==> config.mk <==
export PLATFORM = sky130hd
export DESIGN_NAME = tft_rect_fill
export DESIGN_NICKNAME = d
export VERILOG_FILES = /design/src/rtl/tft_pkg.sv /design/src/rtl/tft_byte_tx.sv /design/src/rtl/tft_rect_fill.sv
export SDC_FILE = /design/constraint.sdc
export NUM_CORES = 1
export LEC_CHECK = 0
export BUFFER_PORTS_ARGS = -buffer_cell sky130_fd_sc_hd__clkbuf_2
export CORE_UTILIZATION = 56
export DETAILED_ROUTE_END_ITERATION = 16
export PLACE_DENSITY_LB_ADDON = 0.15
export SLEW_MARGIN = 20
export SYNTH_ARGS = -nofsm -noshare
export SYNTH_HDL_FRONTEND = slang
export SYNTH_SLANG_ARGS = --single-unit
==> constraint.sdc <==
create_clock -name clk -period 3.4 [get_ports clk]
set_input_delay 0.34 -clock clk [delete_from_list [all_inputs] [get_ports clk]]
set_output_delay 0.34 -clock clk [all_outputs]
set_load 0.01 [all_outputs]
==> src/rtl/tft_pkg.sv <==
// Shared TFT package: panel command bytes, default panel geometry and the
// rect-fill sequencer state encoding (also used by the byte handshake).
package tft_pkg;

  localparam logic [7:0] CMD_CASET = 8'h2A;
  localparam logic [7:0] CMD_RASET = 8'h2B;
  localparam logic [7:0] CMD_RAMWR = 8'h2C;

  localparam int SCREEN_W_DEF = 240;
  localparam int SCREEN_H_DEF = 320;

  // header byte indices 0..10: CASET + 4 coords, RASET + 4 coords, RAMWR
  localparam logic [3:0] HDR_LAST = 4'd10;

  typedef enum logic [2:0] {
    ST_IDLE,
    ST_HDR,
    ST_PIX_HI,
    ST_PIX_LO,
    ST_GUARD,
    ST_WAIT,
    ST_DONE
  } state_t;

endpackage

==> src/rtl/tft_byte_tx.sv <==
// Byte handshake towards tft_spi: registers byte/dc with a one-cycle strobe,
// then ignores tft_busy for one GUARD cycle (tft_spi raises busy one cycle
// late) and WAITs for it to drop. ready is combinational so a new byte can
// be strobed in the cycle right after busy falls.
module tft_byte_tx
  import tft_pkg::*;
(
  input  logic       clk,
  input  logic       rst,
  input  logic       send,
  input  logic [7:0] data,
  input  logic       dc,
  input  logic       tft_busy,
  output logic       ready,
  output logic [7:0] tft_data,
  output logic       tft_dc,
  output logic       tft_transmit
);

  state_t st;

  assign ready = !tft_busy && (st == ST_IDLE || st == ST_WAIT);

  // strobe / guard / wait sequencing; data and dc hold until the next strobe
  always_ff @(posedge clk or negedge rst) begin
    if (!rst) begin
      st           <= ST_IDLE;
      tft_data     <= 8'h00;
      tft_dc       <= 1'b0;
      tft_transmit <= 1'b0;
    end else begin
      tft_transmit <= 1'b0;
      case (st)
        ST_IDLE, ST_WAIT: begin
          if (ready && send) begin
            tft_data     <= data;
            tft_dc       <= dc;
            tft_transmit <= 1'b1;
            st           <= ST_GUARD;
          end else if (!tft_busy) begin
            st <= ST_IDLE;
          end
        end
        ST_GUARD: st <= ST_WAIT;
        default:  st <= ST_IDLE;
      endcase
    end
  end

endmodule

==> src/rtl/tft_rect_fill.sv <==
// Solid RGB565 rectangle fill: CASET/RASET/RAMWR header then w*h pixels,
// two bytes each, through tft_byte_tx.
// Optional clipping to the panel: define TFT_RECT_FILL_CLIP_EN.
module tft_rect_fill
  import tft_pkg::*;
#(
  parameter int COORD_W  = 9,
  parameter int SCREEN_W = SCREEN_W_DEF,
  parameter int SCREEN_H = SCREEN_H_DEF
) (
  input  logic               clk,
  input  logic               rst,
  input  logic               start,
  input  logic [COORD_W-1:0] x,
  input  logic [COORD_W-1:0] y,
  input  logic [COORD_W-1:0] w,
  input  logic [COORD_W-1:0] h,
  input  logic [15:0]        color,
  input  logic               tft_busy,
  output logic [7:0]         tft_data,
  output logic               tft_dc,
  output logic               tft_transmit,
  output logic               busy,
  output logic               done
);

  localparam int CNT_W = 2 * COORD_W;
  localparam logic [COORD_W:0] ONE_C = (COORD_W + 1)'(1);
  localparam logic [CNT_W-1:0] ONE_N = CNT_W'(1);

  state_t             st;
  logic [3:0]         idx;
  logic [COORD_W-1:0] x_r, y_r;
  logic [COORD_W:0]   x1_r, y1_r;
  logic [15:0]        color_r;
  logic [CNT_W-1:0]   cnt;

  logic [COORD_W:0]   x1_n, y1_n;
  logic [CNT_W-1:0]   area_n;
  logic               zero_n;

  logic               send, tx_dc, ready, adv;
  logic [7:0]         tx_byte;

  // far corner and pixel count from the raw request (used only on accept)
  always_comb begin
    x1_n   = {1'b0, x} + {1'b0, w} - ONE_C;
    y1_n   = {1'b0, y} + {1'b0, h} - ONE_C;
    zero_n = (w == '0) || (h == '0);
`ifdef TFT_RECT_FILL_CLIP_EN
    if ({1'b0, x} >= (COORD_W + 1)'(SCREEN_W)) zero_n = 1'b1;
    if ({1'b0, y} >= (COORD_W + 1)'(SCREEN_H)) zero_n = 1'b1;
    if (x1_n > (COORD_W + 1)'(SCREEN_W - 1)) x1_n = (COORD_W + 1)'(SCREEN_W - 1);
    if (y1_n > (COORD_W + 1)'(SCREEN_H - 1)) y1_n = (COORD_W + 1)'(SCREEN_H - 1);
    area_n = CNT_W'(x1_n - {1'b0, x} + ONE_C) * CNT_W'(y1_n - {1'b0, y} + ONE_C);
`else
    area_n = CNT_W'(w) * CNT_W'(h);
`endif
  end

  // byte to offer this cycle; the first CASET goes out straight from IDLE
  always_comb begin
    send    = 1'b0;
    tx_dc   = 1'b1;
    tx_byte = 8'h00;
    case (idx)
      4'd0:    begin tx_byte = CMD_CASET; tx_dc = 1'b0; end
      4'd1:    tx_byte = 8'(16'(x_r) >> 8);
      4'd2:    tx_byte = 8'(16'(x_r));
      4'd3:    tx_byte = 8'(16'(x1_r) >> 8);
      4'd4:    tx_byte = 8'(16'(x1_r));
      4'd5:    begin tx_byte = CMD_RASET; tx_dc = 1'b0; end
      4'd6:    tx_byte = 8'(16'(y_r) >> 8);
      4'd7:    tx_byte = 8'(16'(y_r));
      4'd8:    tx_byte = 8'(16'(y1_r) >> 8);
      4'd9:    tx_byte = 8'(16'(y1_r));
      default: begin tx_byte = CMD_RAMWR; tx_dc = 1'b0; end
    endcase
    case (st)
      ST_IDLE: begin
        send    = start && !zero_n;
        tx_byte = CMD_CASET;
        tx_dc   = 1'b0;
      end
      ST_HDR:    send = 1'b1;
      ST_PIX_HI: begin send = 1'b1; tx_byte = color_r[15:8]; tx_dc = 1'b1; end
      ST_PIX_LO: begin send = 1'b1; tx_byte = color_r[7:0];  tx_dc = 1'b1; end
      default:   send = 1'b0;
    endcase
  end

  assign adv = send && ready;

  // request sequencer; DONE first waits for the last byte, then pulses done
  always_ff @(posedge clk or negedge rst) begin
    if (!rst) begin
      st      <= ST_IDLE;
      idx     <= '0;
      x_r     <= '0;
      y_r     <= '0;
      x1_r    <= '0;
      y1_r    <= '0;
      color_r <= '0;
      cnt     <= '0;
      busy    <= 1'b0;
      done    <= 1'b0;
    end else begin
      case (st)
        ST_IDLE: begin
          if (start) begin
            x_r     <= x;
            y_r     <= y;
            x1_r    <= x1_n;
            y1_r    <= y1_n;
            color_r <= color;
            cnt     <= area_n;
            busy    <= 1'b1;
            if (zero_n) begin
              done <= 1'b1;
              st   <= ST_DONE;
            end else begin
              idx <= adv ? 4'd1 : 4'd0;
              st  <= ST_HDR;
            end
          end
        end
        ST_HDR: begin
          if (adv) begin
            if (idx == HDR_LAST) begin
              idx <= '0;
              st  <= ST_PIX_HI;
            end else begin
              idx <= idx + 4'd1;
            end
          end
        end
        ST_PIX_HI: if (adv) st <= ST_PIX_LO;
        ST_PIX_LO: begin
          if (adv) begin
            cnt <= cnt - ONE_N;
            st  <= (cnt == ONE_N) ? ST_DONE : ST_PIX_HI;
          end
        end
        ST_DONE: begin
          if (done) begin
            done <= 1'b0;
            busy <= 1'b0;
            st   <= ST_IDLE;
          end else if (ready) begin
            done <= 1'b1;
            busy <= 1'b0;
          end
        end
        default: st <= ST_IDLE;
      endcase
    end
  end

  tft_byte_tx u_tx (
    .clk          (clk),
    .rst          (rst),
    .send         (send),
    .data         (tx_byte),
    .dc           (tx_dc),
    .tft_busy     (tft_busy),
    .ready        (ready),
    .tft_data     (tft_data),
    .tft_dc       (tft_dc),
    .tft_transmit (tft_transmit)
  );

endmodule

==> results of run 1 <==
## sequential cells by signal (all words and copies together) (netlist names)
register and count:
st 3, x1_r 10, color_r 16, busy 1, u_tx.tft_data 8, y1_r 10, u_tx.tft_transmit 1, idx 4
y_r 9, cnt 18, u_tx.tft_dc 1, x_r 9, u_tx.st 2, done 1
## cells by family (layout without fill, tap and decap cells)
family | Yosys count | after routing | synth area share
adders and majority gates | 129 | 129 | 0.241
xor gates and xnor gates | 16 | 16 | 0.0169
AOI/OAI and AO/OA | 237 | 237 | 0.185
buffers and inverters | 196 | 331 | 0.0937
muxes | 11 | 11 | 0.0136
and+or+nand+nor | 318 | 318 | 0.170
DFF | 93 | 93 | 0.280
## what timing repair did
action / in CTS / in global routing
setup endpoints to repair: 12 / 12
pin swaps: 41 / 20
hold endpoints to repair: 0 / 0
buffers inserted: 11 / 1
resized for setup: 58 / 44
## cell type report
class,instances,share of cell area
Multi-Input combinational cell,711,0.541
Clock buffer,10,0.0223
Timing Repair Buffer,159,0.118
Inverter,157,0.0628
Tap cell,184,0.0224
Sequential cell,93,0.227
Clock inverter,5,0.00586
## where the power goes
part           internal (mW)  leakage [nW]  switching, mW  total (mW)
registers               1.59          1.15          0.421        2.01
logic                   1.77          3.84           2.05        3.83
clock network          0.571         0.139          0.440        1.01
total                   3.93          5.14           2.91        6.85
## worst reg2reg max path, delay by kind of cell (launching register included)
family	cells	cell delay (ns)
AOI/OAI and AO/OA	1	0.36
muxes	1	0.07
and+or+nand+nor	3	1.16
DFF	1	0.72
## routing by layer
metal	GRT usage	up-vias	wire length [um]
met2	0.500	185	10400
li1	-	3622	-
met5	0	-	0
met3	0.0316	33	847
met1	0.392	3504	9810
met4	0.102	0	478
## path summary, 6_finish.rpt
kind / startpoint / to / slack (ns)
min: rst / y1_r[3]$_DFFE_PN0P_ / 0.06
max: w[4] / cnt[15]$_DFFE_PN0P_ / -0.50
max reg2reg: st[1]$_DFFE_PN0P_ / x1_r[8]$_DFFE_PN0P_ / 0.98
min reg2reg: color_r[0]$_DFFE_PN0P_ / color_r[0]$_DFFE_PN0P_ / 0.48
min in group clk: color[7] / color_r[7]$_DFFE_PN0P_ / 0.18
max in group asynchronous: rst / color_r[4]$_DFFE_PN0P_ / 2.58
## through the flow
stage / cell area [um^2] / TNS, ns
after floorplan: 8570 / -3.65
after global placement: 9520 / -8.66
after detailed placement: 9520 / -9.33
after CTS: 10100 / -3.32
after global routing: 10300 / -5.40
final: 10300 / -3.78
## cell usage after synthesis (all sizes together) (13+ instances only)
library cell | number | area (um^2)
nor3 | 22 | 110
o21a | 13 | 97.6
buf | 14 | 95.1
ha | 77 | 963
dfrtp | 93 | 2330
o21ai | 73 | 365
nor2 | 86 | 339
inv | 149 | 559
nor2b | 14 | 87.6
clkbuf | 25 | 93.8
fa | 52 | 1040
a21oi | 50 | 262
nand2 | 148 | 558
==> results.txt, run 1 <==
average wire per standard cell: 16.3 um
CP bufs+invs: 5
P per Cell Area: 668 mW/mm^2
fin util: 0.708
crit end category: flop
total number of vias: 7344
die footprint: 0.0153 mm^2
CTS sink cnt: 93
CP required: 3.63 ns
RSZ-0062 raised after global routing: true
largest net degree at the start of global routing: 74
Total Wirelength: 21.5 mm
CP most frequent cell: fa_1
Cell Area, Synth: 0.00831 mm^2
Crit path max-delay family: adder cells
Clk Latency, worst-skew pair: 0.34 ns
peak supply drop: 0.316 mV
worst hold-check path type: in2async
cts hold-fix bufs: 0
Die H: 124 um
final setup vio count: 10
worst-margin pin slew: 0.794 ns
slowest stage cell, crit path: fa_1
vias in the first global route: 7151
Yosys cell types: 68
Total GRT Usage: 0.295
I/O Buffers: 67
stages on the worst setup path: 17
ANT nets after route: 0
n_diodes: 0
final max-slew violation count: 0
grt ovf: 0
CP max FO: 6
#FFs+latches synth: 93
Clock Tree Buf Depth: 2
clk root buf: clkbuf_16
DR pass1 iterations: 4
total power: 6.85 mW
leakage: 5.14 nW
Avg Cell Area, Syn: 8.31 um^2
Slew Limit Headroom: 0.471
area of the multi-input gates: 0.00555 mm^2
Final Non-Filler Cells: 1319
Inserted Clock Buffers: 9
crit path DAT: 4.12 ns
status: finished, violations left
post-route clock period utilization: 1.15
Synth Flop Type: dfrtp_1
Critical Setup Path Class: in2reg
clk slew on worst S/H paths: 0.07 ns
Place WS: -0.966 ns
Total Nets Final: 1316
Final Wtd Congestion: 0.869
maxcap violations: 0
drt first-iter violations: 484
Mapped Cells: 1000
DRC: 0
most frequent cells in the layout: 133 x nand2_1, 131 x inv_1, 93 x dfrtp_1
antenna violations before repair: 0
Die W: 124 um
R2R cell count: 5
Ports: 68
post-DR vias/cell: 5.57
DPL Wire Length: 16.7 mm
share of cells above drive strength 1: 0.246
# rows: 44
final clock skew: 0.00833 ns
Layout Area Growth over Synthesis: 23.4%
worst hold-check slack: 0.0550 ns
failing checks: setup timing
H-tree lvl count: 3
CTS tree: done
initial core utilization: 0.574
core area: 0.0145 mm^2
Post-Place Cells: 1292
crit-path max cell delay: 0.52 ns
worst setup margin: -0.496 ns
EDFF count, synth: 0
storage element area: 0.00233 mm^2
asr flop ratio synth: 1.00
yosys warns: 0
Tmin final: 3.90 ns
Post-Syn Nets: 1185
maximum clock frequency: 0.257 GHz
first-pass GRT wire length: 34.6 mm
post-synthesis sequential area ratio: 0.280
crit path cell chain: buf_8 > clkinvlp_4 > nor2_2 > fa_1 > fa_1 > fa_1 > inv_2 > fa_1 > inv_2 > ha_4 > and2_4 > buf_4 > nand3_2 > a21oi_4 > nor2_4 > o2111a_1 > a211o_1
Fill cells: 1169
Hold Violations, Final: 0
most common cell after layout, fill and taps aside: nand2_1
Critical Path Source Type: input port
Note: power is estimated with default switching activity, not from simulation.
==> run 2, diff against run 1 <==
CELL_PAD_IN_SITES_DETAIL_PLACEMENT = 1   (was not set)
CELL_PAD_IN_SITES_GLOBAL_PLACEMENT = 1   (was not set)
CORE_UTILIZATION = 50   (was 56)
==> run 2 against run 1 <==
Against the previous run:
- the run still ends with setup timing left
- routed wire length rose by 57%
- clock skew rose by 0.0050 ns
- combinational power rose by 23%
- critical path depth fell by 1
- register-to-register slack got worse by 0.19 ns
- non-clock buffer count rose by 9
- core utilization fell by 5.4 points
- fmax fell by 8.5%
- global-route usage rose by 6.8 points
- total power rose by 16%
- design area rose by 2.4%
- critical path type unchanged
- largest cell class unchanged
- highest routed layer unchanged
==> results.txt, run 2 (synthesis results as in run 1) <==
# rows: 46 (+4.5%)
total number of vias: 8458 (+15%)
share of cells above drive strength 1: 0.266 (+0.0206)
Total GRT Usage: 0.363 (+0.0682)
maxcap violations: 0 (unchanged)
Largest register FFs: 18 (unchanged)
status: finished, violations left
Clk Latency, worst-skew pair: 0.35 ns (about the same)
antenna violations before repair: 1 (+1)
DR pass1 iterations: 4 (unchanged)
Inserted Clock Buffers: 9 (unchanged)
peak supply drop: 0.364 mV (+15%)
CTS sink cnt: 93 (unchanged)
clk root buf: clkbuf_16
final clock skew: 0.0134 ns (+0.00504 ns)
H-tree lvl count: 3 (unchanged)
post-DR vias/cell: 6.21 (+12%)
worst-margin pin slew: 0.854 ns (+0.0598 ns)
initial core utilization: 0.517 (-0.0564)
crit path DAT: 4.45 ns (+0.33 ns)
maximum clock frequency: 0.235 GHz (-8.5%)
failing checks: setup timing
worst hold-check slack: 0.0565 ns (+0.00143 ns)
Clock Tree Buf Depth: 2 (unchanged)
RSZ-0062 raised after global routing: true
Critical Setup Path Class: in2reg
Place WS: -1.03 ns (-0.0650 ns)
final max-slew violation count: 0 (unchanged)
Tmin final: 4.26 ns (+0.361 ns)
DRC: 0 (unchanged)
Die H: 131 um (+5.7%)
worst setup margin: -0.857 ns (-0.361 ns)
largest net degree at the start of global routing: 77 (+4.1%)
Total Nets Final: 1325 (+0.68%)
crit end category: flop
average wire per standard cell: 24.9 um (+52%)
leakage: 5.20 nW (+1.2%)
Ports: 68 (unchanged)
clk slew on worst S/H paths: 0.07 ns (about the same)
Die W: 131 um (+5.7%)
ANT nets after route: 0 (unchanged)
P per Cell Area: 756 mW/mm^2 (+13%)
die footprint: 0.0171 mm^2 (+12%)
Total Wirelength: 33.9 mm (+57%)
core area: 0.0161 mm^2 (+11%)
Final Non-Filler Cells: 1362 (+3.3%)
fin util: 0.654 (-0.0544)
Hold Violations, Final: 0 (unchanged)
worst hold-check path type: in2async
final setup vio count: 12 (+2)
Slew Limit Headroom: 0.431 (-0.0399)
I/O Buffers: 67 (unchanged)
drt first-iter violations: 605 (+25%)
DPL Wire Length: 20.9 mm (+25%)
vias in the first global route: 8651 (+21%)
CTS tree: done
biggest regs: cnt (18), color_r (16)
CP required: 3.60 ns (-0.03 ns)
Top reg by flops: cnt
first-pass GRT wire length: 46.3 mm (+34%)
grt ovf: 0 (unchanged)
Critical Path Source Type: input port
Fill cells: 1874 (+60%)
CP max FO: 4 (-2)
Post-Place Cells: 1325 (+2.6%)
most frequent cells in the layout: 133 x nand2_1, 128 x inv_1, 93 x dfrtp_1
Final Wtd Congestion: 0.886 (+2.0%)
post-route clock period utilization: 1.25 (+0.106)
cts hold-fix bufs: 0 (unchanged)
Layout Area Growth over Synthesis: 26.4%
most common cell after layout, fill and taps aside: nand2_1
-- run 2: cell types whose count changed in the layout (fill, tap and decap cells not counted), moves of 3 or more --
cell      previous run  this run
ha_4                 6         9
a21oi_2              3         6
clkbuf_2            48        53
clkinv_4             3         8
inv_2               12        15
a21oi_1             45        42
inv_1              131       128
clkinv_2             5         2
buf_6               11        17
ha_1                69        66
-- run 2: final timing paths --
kind | to | start | slack, ns | cells past startpoint
setup reg to reg | cnt[15]$_DFFE_PN0P_ | u_tx.st[2]$_DFFE_PN0P_ | 0.79 | 7
max in group asynchronous | cnt[9]$_DFFE_PN0P_ | rst | 2.56 | 2
min in group clk | color_r[11]$_DFFE_PN0P_ | color[11] | 0.19 | 3
setup / recovery | cnt[16]$_DFFE_PN0P_ | h[7] | -0.86 | 16
hold / removal | y1_r[4]$_DFFE_PN0P_ | rst | 0.06 | 1
hold reg to reg | color_r[8]$_DFFE_PN0P_ | color_r[8]$_DFFE_PN0P_ | 0.48 | 2
-- run 2: per-layer routing --
metal / part of all wire / global-route usage / wire length (um) / vias to the layer above
met2: 0.50 / 0.668 / 16800 / 456
met5: 0 / 0 / 0 / -
li1: - / - / - / 3631
met3: 0.066 / 0.0521 / 2250 / 186
met4: 0.071 / 0.143 / 2390 / 0
met1: 0.37 / 0.425 / 12500 / 4185
-- run 2: through the flow --
step | power [mW] | TNS [ns] | instance area [um^2]
detailed placement | 5.81 | -10.00 | 9580
global route | 8.32 | -8.02 | 10500
CTS | 7.28 | -4.56 | 10300
finish | 7.94 | -7.47 | 10500
floorplan | 4.50 | -3.65 | 8570
global placement | 5.57 | -8.56 | 9580
-- run 2: critical path: stages --
cell,delay (ns)
clkbuf_2,0.15
nand2_1,0.16
fa_1,0.60
fa_1,0.56
inv_2,0.04
fa_1,0.54
inv_2,0.06
fa_1,0.52
inv_2,0.05
ha_4,0.29
o21a_1,0.16
o31a_1,0.27
o2111ai_2,0.18
a21oi_2,0.25
o21a_1,0.19
o31ai_2,0.08
-- run 2: repair_timing --
item,in CTS,in global routing
pin swaps,43,25
setup buffers,13,7
endpoints found under the setup margin,12,13
resized for setup,73,45
-- run 2: report_power, final --
part	leakage (nW)	internal, mW	total (mW)	switching [mW]
sequential	1.15	1.59	2.09	0.495
combinational	3.89	2.01	4.73	2.71
clock	0.159	0.670	1.13	0.459
-- run 2: final cells by class --
| type | count | area (um^2) | area share |
|---|---|---|---|
| clock buffers | 10 | 239 | 0.0228 |
| clock inverters | 6 | 93.8 | 0.00893 |
| repair buffers | 168 | 1270 | 0.121 |
| multi-input cells | 711 | 5650 | 0.538 |
| well taps | 216 | 270 | 0.0257 |
| diodes | 1 | 2.50 | 0.000238 |
| flip-flops and latches | 93 | 2330 | 0.222 |
| inverters | 157 | 644 | 0.0614 |
